File: config.mk
export PLATFORM = sky130hd
export DESIGN_NAME = pulse_credit_dispatcher
export DESIGN_NICKNAME = d
export VERILOG_FILES = /design/src/rtl/pulse_pkg.sv /design/src/rtl/pulse_credit_counter.sv /design/src/rtl/pulse_credit_dispatcher.sv
export SDC_FILE = /design/constraint.sdc
export NUM_CORES = 1
export LEC_CHECK = 0
export CAP_MARGIN = 15
export CORE_AREA = 5 5 42 44
export DETAILED_ROUTE_END_ITERATION = 12
export DIE_AREA = 0 0 47 49
export PLACE_DENSITY = 0.64
export REMOVE_ABC_BUFFERS = 1
export SLEW_MARGIN = 5
export SYNTH_ARGS = -nofsm -noshare
export SYNTH_HDL_FRONTEND = slang
export SYNTH_SLANG_ARGS = --single-unit
File: constraint.sdc
create_clock -name clk -period 4.7 [get_ports clk]
set_clock_uncertainty 0.2 [all_clocks]
set_input_delay 1.41 -clock clk [delete_from_list [all_inputs] [get_ports clk]]
set_output_delay 1.41 -clock clk [all_outputs]
set_load 0.005 [all_outputs]
File: src/rtl/pulse_pkg.sv
// Shared types for pulse-credit consumers: FSM state encoding
// and default credit counter width.
package pulse_pkg;

  localparam int CNT_W_DEF = 4;

  typedef enum logic [1:0] {
    IDLE  = 2'd0,
    OFFER = 2'd1,
    GAP   = 2'd2
  } state_t;

endpackage

File: src/rtl/pulse_credit_counter.sv
// Saturating up/down credit counter with sticky overflow flag.
// Ports: clk, rst (async, active-high), pulse (credit request),
//   dec (consume one), cnt/cnt_nxt (current/next count), sat, ovf.
module pulse_credit_counter
  import pulse_pkg::*;
#(
  parameter int CNT_W = CNT_W_DEF
) (
  input  logic             clk,
  input  logic             rst,
  input  logic             pulse,
  input  logic             dec,
  output logic [CNT_W-1:0] cnt,
  output logic [CNT_W-1:0] cnt_nxt,
  output logic             sat,
  output logic             ovf
);

  logic inc;

  assign sat = (cnt == {CNT_W{1'b1}});
  // A pulse at saturation is dropped even if a credit
  // is consumed in the same cycle.
  assign inc = pulse && !sat;

  always_comb begin
    cnt_nxt = cnt;
    unique case (1'b1)
      (inc && !dec): cnt_nxt = cnt + 1'b1;
      (dec && !inc): cnt_nxt = cnt - 1'b1;
      default:       cnt_nxt = cnt;
    endcase
  end

  always_ff @(posedge clk or posedge rst) begin
    if (rst) begin
      cnt <= '0;
      ovf <= 1'b0;
    end else begin
      cnt <= cnt_nxt;
      if (pulse && sat)
        ovf <= 1'b1;
    end
  end

endmodule

File: src/rtl/pulse_credit_dispatcher.sv
// Counts incoming single-cycle pulses as credits and dispenses them
// as valid/ready events. Optional macro PULSE_DISPATCH_GAP_EN forces
// GAP_CYCLES idle cycles between consecutive events.
// Ports: clk, rst (async, active-high), pulse_in, evt_valid,
//   evt_ready, credit_cnt, ovf (sticky drop flag), busy.
module pulse_credit_dispatcher
  import pulse_pkg::*;
#(
  parameter int CNT_W      = CNT_W_DEF,
  parameter int GAP_CYCLES = 2
) (
  input  logic             clk,
  input  logic             rst,
  input  logic             pulse_in,
  output logic             evt_valid,
  input  logic             evt_ready,
  output logic [CNT_W-1:0] credit_cnt,
  output logic             ovf,
  output logic             busy
);

  if (GAP_CYCLES < 1 || GAP_CYCLES > 255) begin : g_bad_gap
    $error("GAP_CYCLES must be within 1..255");
  end

  state_t           state;
  logic             hs;
  logic             sat;
  logic [CNT_W-1:0] cnt_nxt;

  assign hs   = evt_valid && evt_ready;
  assign busy = (credit_cnt != '0) || evt_valid;

  pulse_credit_counter #(
    .CNT_W (CNT_W)
  ) u_cnt (
    .clk     (clk),
    .rst     (rst),
    .pulse   (pulse_in),
    .dec     (hs),
    .cnt     (credit_cnt),
    .cnt_nxt (cnt_nxt),
    .sat     (sat),
    .ovf     (ovf)
  );

`ifdef PULSE_DISPATCH_GAP_EN
  logic [7:0] gap_cnt;
`endif

  always_ff @(posedge clk or posedge rst) begin
    if (rst) begin
      state     <= IDLE;
      evt_valid <= 1'b0;
`ifdef PULSE_DISPATCH_GAP_EN
      gap_cnt   <= 8'd0;
`endif
    end else begin
      case (state)
        IDLE: begin
          if (credit_cnt != '0) begin
            state     <= OFFER;
            evt_valid <= 1'b1;
          end
        end
        OFFER: begin
          if (hs) begin
`ifdef PULSE_DISPATCH_GAP_EN
            state     <= GAP;
            evt_valid <= 1'b0;
            gap_cnt   <= 8'(GAP_CYCLES);
`else
            // Back-to-back offer when credit remains after this one.
            if (cnt_nxt == '0) begin
              state     <= IDLE;
              evt_valid <= 1'b0;
            end
`endif
          end
        end
`ifdef PULSE_DISPATCH_GAP_EN
        GAP: begin
          gap_cnt <= gap_cnt - 8'd1;
          if (gap_cnt == 8'd1) begin
            if (cnt_nxt != '0) begin
              state     <= OFFER;
              evt_valid <= 1'b1;
            end else begin
              state     <= IDLE;
            end
          end
        end
`endif
        default: begin
          state     <= IDLE;
          evt_valid <= 1'b0;
        end
      endcase
    end
  end

  // sat is consumed inside the counter; kept visible for debug.
  logic unused_sat;
  assign unused_sat = sat;

endmodule
==> flow_summary.yaml, run 1 <==
outcome:
  outcome: "finished, final reports clean"
place:
  port_buffers: 10
  gp_congestion: 0.7369
  pre_cts_slack_ns: 0.9417
  dp_hpwl_um: 611.5
  placedCellCount: 63
clock_tree:
  clk_pin_slew_worst_paths_ns: 0.04
  cts_buffers: 3
  cts_setup_buffers: 0
  cts_sinks: 6
  cts_tree: "built"
  htreeDepth: 1
  cts_hold_buf: 0
  root_buffer: "clkbuf_4"
  clkLatencyLatePin_ns: 0.23
  cts_resized: 0
  clock_tree.buffer_depth: 2
synthesis:
  syn_avg_cell_area_um2: 10.17
  synthArstFlopShare: 1.000
  seq_area_frac_synth: 0.3785
  synth-seq-cells: 6
  postSynthCellCount: 39
  synth.cell_area_um2: 396.6
  yosysWarningCount: 0
  synth_cell_types: 24
  synth_edf_count: 0
  ys.flop_type: "dfrtp_1"
worst_setup_path:
  worstPathArrival_ns: 3.43
  reg2reg_depth: 10
  start_kind: "input pin"
  cp.required_ns: 4.62
  path_class: "in2reg"
  critical_path.max_fanout: 4
  crit_end: "evt_valid"
  worst_r2r_endpoint: "evt_valid"
  reg2reg_from: "u_cnt.cnt[0]"
  critical_path.startpoint: "evt_ready"
  reg2reg_slack_ns: 2.21
  critPathCaptureType: "flop"
floorplanning:
  floorplan.initialDensity: 0.2830
  dieHeight_um: 49
  core_um2: 1401
  die_area_um2: 2303
  ios: 11
  rows: 14
  die_x_um: 47
power_and_ir_drop:
  p_leak_nw: 0.2154
  p_per_area_nw_per_um2: 645.1
  p_total_mw: 0.3374
  irDropWorstVdd_mv: 0.2545
grt:
  grt_busiest_layer: "met1"
  grt_pass1_wl_mm: 1.338
  grt_overflow: 0
  grt_usage: 0.07589
  grt.met2_usage: 0.09729
  antenna_found_initial: 0
  use_met3: 0.02583
  first_global_vias: 311
  grt_max_degree: 11
  grtUsageMet1: 0.1146
sta:
  rsz0062_at_grt: "false"
  worst_pin_slew_ns: 0.3255
  setup_slack_ns: 1.189
  period_needed_ns: 3.511
  min_period_over_period: 0.7471
  finalHoldViolCount: 0
  finalSetupTns_ns: 0
  setup_viol: 0
  relSlewSlack: 0.7830
  max_freq_mhz: 284.8
  slew_violations: 0
drt:
  drc: 0
  routed_wirelength_um: 779
  via_per_inst: 4.773
  wl_per_cell_um: 11.80
  via_count: 315
  ant_nets: 0
  dr.first_iter.drc_count: 1
  first_pass_iters: 3
finish:
  layout-drive-gt1-share: 0.1400
  stdcell_count: 66
  area_growth_pct: 31.86
  nets: 59
  diodes: 0
min_path:
  hold_start: "u_cnt.ovf"
  hp-class: "reg2reg"
flow_run:
  cap_violations: 0
==> layout make-up <==
class | count | area, µm²
well taps | 16 | 20.02
repair buffers | 10 | 100.1
multi-input cells | 29 | 222.7
flip-flops and latches | 6 | 150.1
clock buffers | 3 | 22.52
inverters | 2 | 7.507
fillers | 156 | 878.3
==> synthesized netlist by cell type (2+ instances only) <==
master | count | area share
nand2_1 | 2 | 0.019
xor2_1 | 3 | 0.066
dfrtp_1 | 6 | 0.38
xnor2_1 | 2 | 0.044
ha_1 | 3 | 0.095
inv_1 | 2 | 0.019
nor2_1 | 4 | 0.038
==> per-layer routing <==
metal  vias to the layer above  share of wire
met2                         9           0.44
li1                        155              -
met5                         -              0
met1                       151           0.51
met3                         0          0.051
met4                         0              0
==> where the power goes <==
group | internal, mW | leakage [nW] | switching, mW
Combinational | 0.104 | 0.136 | 0.0722
Clock | 0.0287 | 0.0138 | 0.0157
Sequential | 0.0775 | 0.0654 | 0.0395
Total | 0.210 | 0.215 | 0.127
==> worst min path at each step <==
stage                 to  slack, ns  depth (start not counted)
2_1_floorplan  u_cnt.ovf       0.27                          1
3_3_place_gp   u_cnt.ovf       0.26                          1
3_5_place_dp   u_cnt.ovf       0.27                          1
4_1_cts        u_cnt.ovf       0.28                          1
5_1_grt        u_cnt.ovf       0.33                          1
6_report       u_cnt.ovf       0.27                          1
==> cells in the final DEF, fill, tap and decap left out, types with 2 or more instances in the layout <==
| master | netlist | final |
|---|---|---|
| xnor2_1 | 2 | 2 |
| nor2_1 | 4 | 4 |
| nand2_1 | 2 | 2 |
| clkdlybuf4s50_1 | 0 | 10 |
| inv_1 | 2 | 2 |
| xor2_1 | 3 | 3 |
| ha_1 | 3 | 3 |
| dfrtp_1 | 6 | 6 |
| clkbuf_4 | 0 | 3 |
==> registers in the layout, indices dropped and copies added (netlist names) <==
register	count
evt_valid	1
u_cnt.ovf	1
u_cnt.cnt	4
==> critical path, stage by stage <==
cell,delay (ns)
clkdlybuf4s50_1,0.39
and2_1,0.18
ha_1,0.26
xor2_1,0.18
ha_1,0.19
a21oi_1,0.14
xor2_1,0.17
nor2_1,0.07
xor2_1,0.16
o31a_1,0.28
==> per-stage QoR <==
stage | hold slack (ns) | area (µm²) | utilization
floorplan | 0.2678 | 380.4 | -
global placement | 0.2614 | 500.5 | 0.3571
detailed placement | 0.2687 | 500.5 | 0.3571
CTS | 0.2813 | 523.0 | 0.3732
global route | 0.3332 | 523.0 | 0.3732
finish | 0.2742 | 523.0 | 0.3732
==> kinds of logic (layout without fill, tap and decap cells) <==
kind of cell | Yosys count | count (layout) | share of synthesized area
xor+xnor | 5 | 5 | 0.1104
mux | 2 | 2 | 0.05363
compound gates | 6 | 6 | 0.1325
flops | 6 | 6 | 0.3785
buf+inv | 4 | 15 | 0.05993
fa+ha+maj | 3 | 3 | 0.09465
simple gates | 13 | 13 | 0.1704
(Power assumes the default switching activity.)
==> run 2, diff against run 1 <==
==> constraint.sdc (replaced) <==
create_clock -name clk -period 3.4 [get_ports clk]
set_clock_uncertainty 0.2 [all_clocks]
set_input_delay 1.02 -clock clk [delete_from_list [all_inputs] [get_ports clk]]
set_output_delay 1.02 -clock clk [all_outputs]
set_load 0.005 [all_outputs]
==> flow_summary.yaml, run 2 (same netlist as run 1, synthesis figures left out) <==
outcome:
  outcome: "finished, final reports clean"
drt:
  via_count: 307
  ant_nets: 0
  routed_wirelength_um: 764
  via_per_inst: 4.582
  first_pass_iters: 1
  wl_per_cell_um: 11.40
  dr.first_iter.drc_count: 0
  drc: 0
grt:
  grtUsageMet1: 0.1166
  grt_max_degree: 11
  grt_usage: 0.07583
  grt.met2_usage: 0.09502
  grt_busiest_layer: "met1"
  grt_pass1_wl_mm: 1.317
  grt_overflow: 0
  antenna_found_initial: 0
  first_global_vias: 311
  use_met3: 0.02583
sta:
  worst_pin_slew_ns: 0.3107
  holdWs_ns: 0.2765
  slew_violations: 0
  finalHoldViolCount: 0
  rsz0062_at_grt: "false"
  setup_viol: 0
  finalSetupTns_ns: 0
  min_period_over_period: 0.9076
  max_freq_mhz: 324.1
  period_needed_ns: 3.086
  relSlewSlack: 0.7929
  setup_slack_ns: 0.3141
worst_setup_path:
  reg2reg_slack_ns: 0.95
  worstPathArrival_ns: 1.87
  path_class: "reg2out"
  worst_r2r_endpoint: "evt_valid"
  start_kind: "flop"
  crit_chain: "or2_1 -> or4_1 -> clkdlybuf4s50_1"
  critPathCaptureType: "primary output"
  reg2reg_depth: 10
  critPathBufInv: 1
  cp.required_ns: 2.18
  critical_path.max_fanout: 8
  reg2reg_from: "u_cnt.cnt[0]"
  slowest_stage: "clkdlybuf4s50_1"
  slowest_delay_ns: 0.47
  critical_path.startpoint: "u_cnt.cnt[1]"
  critPathTopFamily: "simple AND/OR/NAND/NOR gates"
power_and_ir_drop:
  intPower_mw: 0.2921
  switching_share: 0.3711
  p_switching_mw: 0.1723
  irDropWorstVdd_mv: 0.4350
  p_comb_frac: 0.526
  seq_power_share: 0.340
  clkPwrFrac: 0.134
  p_per_area_nw_per_um2: 875.4
  p_leak_nw: 0.2205
min_path:
  min_path_cells: 1
  hp-class: "reg2reg"
  hold_start: "u_cnt.ovf"
  holdPathEnd: "u_cnt.ovf"
finish:
  layout-drive-gt1-share: 0.1569
  final_common_cell: "clkdlybuf4s50_1"
  nets: 60
  area_growth_pct: 33.75
  layout_common_cells: "clkdlybuf4s50_1, dfrtp_1, nor2_1"
  diodes: 0
  multi_input_comb_area_um2: 222.7
  largest_register: "u_cnt.cnt"
  reg_top3: "u_cnt.cnt x4, evt_valid x1, u_cnt.ovf x1"
  largest_reg_flops: 4
  fillers: 157
  regArea_um2: 150.1
floorplanning:
  die_x_um: 47
  floorplan.initialDensity: 0.2830
  core_um2: 1401
  die_area_um2: 2303
  dieHeight_um: 49
  ios: 11
  rows: 14
clock_tree:
  cts_resized: 0
  clk_pin_slew_worst_paths_ns: 0.04
  htreeDepth: 1
  cts_hold_buf: 0
  clkLatencyLatePin_ns: 0.23
  cts_tree: "built"
  cts_buffers: 3
  root_buffer: "clkbuf_4"
  clock_tree.buffer_depth: 2
  cts_sinks: 6
  cts_setup_buffers: 0
place:
  port_buffers: 10
  pre_cts_slack_ns: 0.08177
  dp_hpwl_um: 599.6
  gp_congestion: 0.7176
flow_run:
  cap_violations: 0
[run 2: layer usage]
metal,wire (µm),part of all wire
met3,34,0.045
met5,0,0
met2,321,0.42
met1,408,0.53
met4,0,0
[run 2: metrics by stage]
step	power (mW)	cells	instance area [µm²]	util
after floorplan	0.2983	37	380.4	-
after global placement	0.4033	64	508.0	0.3625
after detailed placement	0.4043	64	508.0	0.3625
after CTS	0.4735	67	530.5	0.3786
after global routing	0.5093	67	530.5	0.3786
final	0.4644	67	530.5	0.3786
[run 2: layout make-up]
cell class	instances	share of cell area
Clock buffer	3	0.04245
Multi-Input combinational cell	29	0.4198
Tap cell	16	0.03774
Sequential cell	6	0.2830
Timing Repair Buffer	11	0.2028
Inverter	2	0.01415
[run 2: worst max-delay path by stage]
stage                            to  slack [ns]  cells after the start
after global placement    evt_valid        0.08                     10
after CTS                      busy        0.29                      3
after detailed placement  evt_valid        0.08                     10
final                          busy        0.31                      3
after global routing      evt_valid        0.17                     10
after floorplan           evt_valid        0.55                      9
[run 2: power by group through the flow]
stage	logic [mW]	clock network [mW]	registers (mW)
finish	0.244	0.0621	0.158
global route	0.272	0.0680	0.170
CTS	0.248	0.0658	0.159
detailed placement	0.245	0	0.159
global placement	0.243	0	0.160
floorplan	0.145	0	0.153
==> run 3, diff against run 2 <==
--- a/config.mk
+++ b/config.mk
@@ -11,7 +11,9 @@
 export DIE_AREA = 0 0 47 49
 export PLACE_DENSITY = 0.64
 export REMOVE_ABC_BUFFERS = 1
+export SKIP_CTS_REPAIR_TIMING = 1
 export SLEW_MARGIN = 5
 export SYNTH_ARGS = -nofsm -noshare
 export SYNTH_HDL_FRONTEND = slang
 export SYNTH_SLANG_ARGS = --single-unit
+export TNS_END_PERCENT = 20
==> results of run 3 <==
No change in the layout: final DEF, timing and power equal those of run 2.
